--- src/rtl/inv_witness_pkg.sv ---
// Shared types and helpers for the witness search engine and its candidate evaluator.
package inv_witness_pkg;

   typedef enum logic [1:0] {
      OP_LSHR = 2'b00,
      OP_ASHR = 2'b01,
      OP_SHL  = 2'b10
   } op_e;

   typedef enum logic {
      PRED_ULT = 1'b0,
      PRED_SLT = 1'b1
   } pred_e;

   typedef enum logic [1:0] {
      IDLE = 2'b00,
      RUN  = 2'b01,
      DONE = 2'b10
   } state_e;

   // Size of the candidate space for a given operand width.
   function automatic int unsigned max_iter(input int unsigned w);
      return 32'd1 << w;
   endfunction

endpackage

--- src/rtl/inv_witness_eval.sv ---
// Combinational test of one candidate: hit = PRED(OP(cand, s), t).
module inv_witness_eval
   import inv_witness_pkg::*;
#(
   parameter int WIDTH = 4
) (
   input  logic [WIDTH-1:0] cand,
   input  logic [WIDTH-1:0] s,
   input  logic [WIDTH-1:0] t,
   input  logic [1:0]       op,
   input  logic             pred,
   output logic             hit
);

   logic             s_big;
   logic [WIDTH-1:0] sh_lshr;
   logic [WIDTH-1:0] sh_ashr;
   logic [WIDTH-1:0] sh_shl;
   logic [WIDTH-1:0] sh;

   // Shift amounts of WIDTH or more saturate rather than relying on operator behaviour.
   assign s_big   = ({1'b0, s} >= (WIDTH+1)'(WIDTH));
   assign sh_lshr = s_big ? '0 : (cand >> s);
   assign sh_shl  = s_big ? '0 : (cand << s);
   assign sh_ashr = s_big ? {WIDTH{cand[WIDTH-1]}} : WIDTH'($signed(cand) >>> s);

   always_comb begin
      sh = sh_lshr;
      case (op)
         OP_ASHR: sh = sh_ashr;
         OP_SHL:  sh = sh_shl;
         default: sh = sh_lshr;
      endcase
   end

   always_comb begin
      hit = 1'b0;
      if (pred == PRED_SLT) hit = ($signed(sh) < $signed(t));
      else                  hit = (sh < t);
   end

endmodule

--- src/rtl/inv_witness_search.sv ---
// Sequential witness search: walks candidates from seed (wrapping) until the
// shift/compare predicate holds, the space is exhausted, or abort is raised.
module inv_witness_search
   import inv_witness_pkg::*;
#(
   parameter int WIDTH = 4,
   parameter int CNT_W = WIDTH + 1
) (
   input  logic             clk,
   input  logic             rst_n,
   input  logic             in_valid,
   output logic             in_ready,
   input  logic [1:0]       op_sel,
   input  logic             pred_sel,
   input  logic [WIDTH-1:0] s,
   input  logic [WIDTH-1:0] t,
   input  logic [WIDTH-1:0] seed,
   input  logic             abort,
   output logic             out_valid,
   input  logic             out_ready,
   output logic [WIDTH-1:0] x,
   output logic             found,
   output logic             aborted,
   output logic [CNT_W-1:0] iters
);

   localparam logic [CNT_W-1:0] ITER_MAX = CNT_W'(max_iter(WIDTH));

   state_e           state_q, state_d;
   op_e              op_q, op_d;
   pred_e            pred_q, pred_d;
   logic [WIDTH-1:0] s_q, s_d;
   logic [WIDTH-1:0] t_q, t_d;
   logic [WIDTH-1:0] cand_q, cand_d;
   logic [CNT_W-1:0] iters_q, iters_d;
   logic [WIDTH-1:0] x_q, x_d;
   logic             found_q, found_d;
   logic             aborted_q, aborted_d;
   logic [CNT_W-1:0] iters_inc;
   logic             hit;

   inv_witness_eval #(.WIDTH(WIDTH)) u_eval (
      .cand (cand_q),
      .s    (s_q),
      .t    (t_q),
      .op   (op_q),
      .pred (pred_q),
      .hit  (hit)
   );

   assign iters_inc = iters_q + CNT_W'(1);

   always_comb begin
      state_d   = state_q;
      op_d      = op_q;
      pred_d    = pred_q;
      s_d       = s_q;
      t_d       = t_q;
      cand_d    = cand_q;
      iters_d   = iters_q;
      x_d       = x_q;
      found_d   = found_q;
      aborted_d = aborted_q;
      case (state_q)
         IDLE: begin
            if (in_valid) begin
               // The reserved encoding falls back to a logical shift.
               op_d    = (op_sel == 2'b11) ? OP_LSHR : op_e'(op_sel);
               pred_d  = pred_e'(pred_sel);
               s_d     = s;
               t_d     = t;
               cand_d  = seed;
               iters_d = '0;
               state_d = RUN;
            end
         end
         RUN: begin
            if (abort) begin
               x_d       = '0;
               found_d   = 1'b0;
               aborted_d = 1'b1;
               state_d   = DONE;
            end else if (hit) begin
               x_d     = cand_q;
               found_d = 1'b1;
               iters_d = iters_inc;
               state_d = DONE;
            end else if (iters_inc == ITER_MAX) begin
               x_d     = '0;
               found_d = 1'b0;
               iters_d = iters_inc;
               state_d = DONE;
            end else begin
               cand_d  = cand_q + WIDTH'(1);
               iters_d = iters_inc;
            end
         end
         DONE: begin
            if (out_ready) begin
               x_d       = '0;
               found_d   = 1'b0;
               aborted_d = 1'b0;
               iters_d   = '0;
               state_d   = IDLE;
            end
         end
         default: state_d = IDLE;
      endcase
   end

   always_ff @(posedge clk or negedge rst_n) begin
      if (!rst_n) begin
         state_q   <= IDLE;
         op_q      <= OP_LSHR;
         pred_q    <= PRED_ULT;
         s_q       <= '0;
         t_q       <= '0;
         cand_q    <= '0;
         iters_q   <= '0;
         x_q       <= '0;
         found_q   <= 1'b0;
         aborted_q <= 1'b0;
      end else begin
         state_q   <= state_d;
         op_q      <= op_d;
         pred_q    <= pred_d;
         s_q       <= s_d;
         t_q       <= t_d;
         cand_q    <= cand_d;
         iters_q   <= iters_d;
         x_q       <= x_d;
         found_q   <= found_d;
         aborted_q <= aborted_d;
      end
   end

   assign in_ready  = (state_q == IDLE);
   assign out_valid = (state_q == DONE);
   assign x         = x_q;
   assign found     = found_q;
   assign aborted   = aborted_q;
   assign iters     = iters_q;

endmodule

--- config.mk ---
export PLATFORM = sky130hd
export DESIGN_NAME = inv_witness_search
export DESIGN_NICKNAME = d
export VERILOG_FILES = /design/src/rtl/inv_witness_pkg.sv /design/src/rtl/inv_witness_eval.sv /design/src/rtl/inv_witness_search.sv
export SDC_FILE = /design/constraint.sdc
export NUM_CORES = 1
export LEC_CHECK = 0
export BUFFER_PORTS_ARGS = -buffer_cell sky130_fd_sc_hd__buf_2
export CAP_MARGIN = 40
export CELL_PAD_IN_SITES_DETAIL_PLACEMENT = 0
export CELL_PAD_IN_SITES_GLOBAL_PLACEMENT = 2
export CORE_MARGIN = 8
export CORE_UTILIZATION = 34
export DETAILED_ROUTE_END_ITERATION = 10
export PLACE_DENSITY_LB_ADDON = 0.1
export RECOVER_POWER = 50
export SYNTH_ARGS = -nofsm -noshare
export SYNTH_HDL_FRONTEND = slang
export SYNTH_SLANG_ARGS = --single-unit
--- constraint.sdc ---
create_clock -name clk -period 4.15 [get_ports clk]
set_clock_uncertainty 0.2 [all_clocks]
set_input_delay 0.415 -clock clk [delete_from_list [all_inputs] [get_ports clk]]
set_output_delay 0.415 -clock clk [all_outputs]
set_load 0.01 [all_outputs]
==> metrics.md <==
| Metric | Value |
|---|---|
| Outcome | `finished, violations left` |
| Failing checks | `capacitance limit, slew limit` |
| Type of the worst min-delay path | `in2reg` |
| Period minus WS final | `3.40 ns` |
| Final Hold Fails | `0` |
| Max-Slew Margin vs Limit | `-0.0696` |
| Worst Path Required | `4.12 ns` |
| Routed length on met3 | `125 um` |
| Mean post-synth cell area | `9.64 um^2` |
| R2R setup slack | `0.75 ns` |
| Final Cycle Share | `0.820` |
| FMAX | `294 MHz` |
| Top routing layer in use | `met4` |
| Met2 WL post-DR | `2150 um` |
| Fin nets | `240` |
| Clk pin slew, worst setup/hold paths | `0.10 ns` |
| Die Span X | `88.2 um` |
| Worst setup SP type | `flip-flop` |
| Layout cells sized above 1 | `0.217` |
| CP Launch Point | `op_q[0]` |
| DRT Pass-1 Iters | `4` |
| Total clock sinks | `28` |
| Worst VDD drop | `0.292 mV` |
| Number of distinct library cells after synthesis | `45` |
| Area Overhead vs Synth | `12.3%` |
| Sw frac | `0.436` |
| ANT cells | `0` |
| Total Wirelength | `4310 um` |
| Core area | `5070 um^2` |
| Via Count | `1473` |
| FF+latch count, synth | `28` |
| Most frequent cells in the layout | `28 x dfrtp_1, 26 x buf_2, 18 x o21ai_0, 16 x nand2_1, 13 x a21oi_1` |
| Row Count | `26` |
| Largest buffer count on any clock path | `2` |
| Fillers | `536` |
| Post-DP HPWL | `3260 um` |
| CTS buffer count | `3` |
| # IOs | `33` |
| Synth Cell Area | `1770 um^2` |
| Total Power | `1.41 mW` |
| Vias per cell | `5.22` |
| Post_cts resized | `0` |
| Crit path max fanout | `9` |
| Placed Area | `1940 um^2` |
| Antenna viol nets, final | `0` |
| First-pass GRT wire length | `7160 um` |
| CP Capture Type | `flip-flop` |
| Share of power burned in registers | `0.375` |
| Overall Global Routing Usage | `0.116` |
| Final Cell Area | `1990 um^2` |
| Root buf cell | `clkbuf_8` |
| Sw Pwr | `0.617 mW` |
| WL/cell | `15.3 um` |
| Pin count of the biggest net entering global routing | `29` |
| Kind of critical path | `reg2reg` |
| Synth top area share | `0.395` |
| Reg2reg path depth | `11` |
| Worst-margin pin slew | `1.60 ns` |
| Worst-Skew Late Latency | `0.27 ns` |
| Routed met1 length | `2010 um` |
| Hold WS | `0.144 ns` |
| Final setup vio count | `0` |
| Most common cell after layout, fill and taps aside | `dfrtp_1` |
| RSZ-0062 raised after global routing | `false` |
| Worst r2r src | `op_q[0]` |
| Initial antenna violation count | `0` |
| Remaining DRCs | `0` |
| DRT iter0 DRCs | `21` |
| # H-tree levels | `1` |
| Leak | `0.890 nW` |
| Post-synth EDFFs | `0` |
| Die boundary height | `88.2 um` |
| DIE AREA | `7790 um^2` |
| GP Congestion | `0.774` |
| Setup tns final | `0 ns` |
| Top cells by area, synth | `dfrtp_1 39%, mux2_2 6.3%, o21ai_0 5.1%` |
| Asr flop ratio synth | `1.00` |
| Dominant synthesized flop cell | `dfrtp_1` |
| Biggest area consumer among synthesized cells | `dfrtp_1` |
| Post-synthesis sequential area ratio | `0.395` |
| YS warnings | `0` |
| P_int | `0.796 mW` |
| Synthesized instance count | `184` |
| Clock share of power | `0.120` |
| Initial Utilization | `0.350` |
| Total congestion overflow | `0` |
| Max-Cap Viols | `1` |
| Combinational fraction of design power | `0.505` |
| Arrival @ worst endpoint | `3.37 ns` |
| Final slew viol count | `29` |
| Reg-to-reg endpoint | `x[1]` |
| Setup bufs post-CTS | `0` |
| Worst setup path endpoint | `x[1]` |
| Post-CTS Hold Fix Bufs | `1` |
| PortBufs | `32` |
| Vias in the first global route | `1485` |
| Synthesized Nets | `211` |
| CTS tree | `built` |
| Power Density | `709 nW/um^2` |
cell type report:
class / count / area, um^2 / share of cell area
inverters: 8 / 30.0 / 0.0151
repair buffers: 33 / 163 / 0.0816
flip-flops and latches: 28 / 701 / 0.352
multi-input cells: 139 / 957 / 0.480
clock buffers: 4 / 55.1 / 0.0276
well taps: 70 / 87.6 / 0.0439
worst min path at each step:
| stage | from | to | slack (ns) | cells past startpoint |
|---|---|---|---|---|
| final | t[3] | t_q[3] | 0.14 | 3 |
| after global routing | s[0] | s_q[0] | 0.15 | 2 |
| after CTS | t[2] | t_q[2] | 0.14 | 3 |
| after detailed placement | found | found | 0.26 | 1 |
| after global placement | found | found | 0.26 | 1 |
| after floorplan | rst_n | aborted | -0.08 | 0 |
cells by family after synthesis:
logic type / synth area share
buffers and inverters: 0.0656
multiplexers: 0.0804
adder cells (fa/ha/maj): 0.0494
XOR/XNOR: 0.00987
AND/OR/NAND/NOR: 0.194
flip-flops: 0.395
AO/OA/AOI/OAI: 0.206
worst max-delay path: stages (launching register included):
cell	delay (ns)
dfrtp_1	0.36
inv_1	0.06
ha_1	0.43
mux2_2	0.37
nand2_1	0.06
o31ai_1	0.09
ha_1	0.39
mux2_2	0.35
o21ai_0	0.18
a311oi_1	0.12
or3_4	0.44
a22o_1	0.25
synthesized netlist by cell type (2+ instances only):
master,count
o21ai_0,18
clkbuf_8,3
and2_1,2
nand4b_1,3
a211oi_1,2
xor2_1,2
mux2i_1,3
nand3b_1,6
a21oi_1,13
o22ai_1,3
nor2_1,7
nand2b_1,5
nand2_1,16
a22oi_1,3
nor3_1,6
mux2_2,10
a31oi_1,2
and2b_1,2
inv_1,8
buf_6,2
ha_1,7
nand3_1,4
clkbuf_1,2
a22o_1,6
dfrtp_1,28
buf_4,2
routing by layer:
layer	track usage	up-vias
li1	-	732
met1	0.143	723
met2	0.199	16
met3	0.0204	2
met4	0.0369	0
met5	0	-
stage by stage:
| stage | utilization | std cells | worst slack (ns) |
|---|---|---|---|
| after CTS | 0.394 | 282 | 0.728 |
| final | 0.393 | 282 | 0.745 |
| after detailed placement | 0.381 | 277 | 0.748 |
| after global routing | 0.393 | 282 | 0.502 |
| after floorplan | - | 184 | 1.10 |
| after global placement | 0.381 | 277 | 0.760 |
power groups by stage:
| stage | sequential (mW) | clock (mW) | combinational (mW) |
|---|---|---|---|
| floorplan | 0.465 | 0 | 0.654 |
| global placement | 0.534 | 0 | 0.719 |
| detailed placement | 0.536 | 0 | 0.724 |
| CTS | 0.530 | 0.181 | 0.729 |
| global route | 0.553 | 0.190 | 0.812 |
| finish | 0.529 | 0.170 | 0.713 |
sequential cells by signal, summed over array words and instances (netlist names):
name and flops:
state_q 2, s_q 4, found 1, op_q 2, t_q 4, cand_q 4, iters 5, x 4
pred_q 1, aborted 1
(Power assumes the default switching activity.)
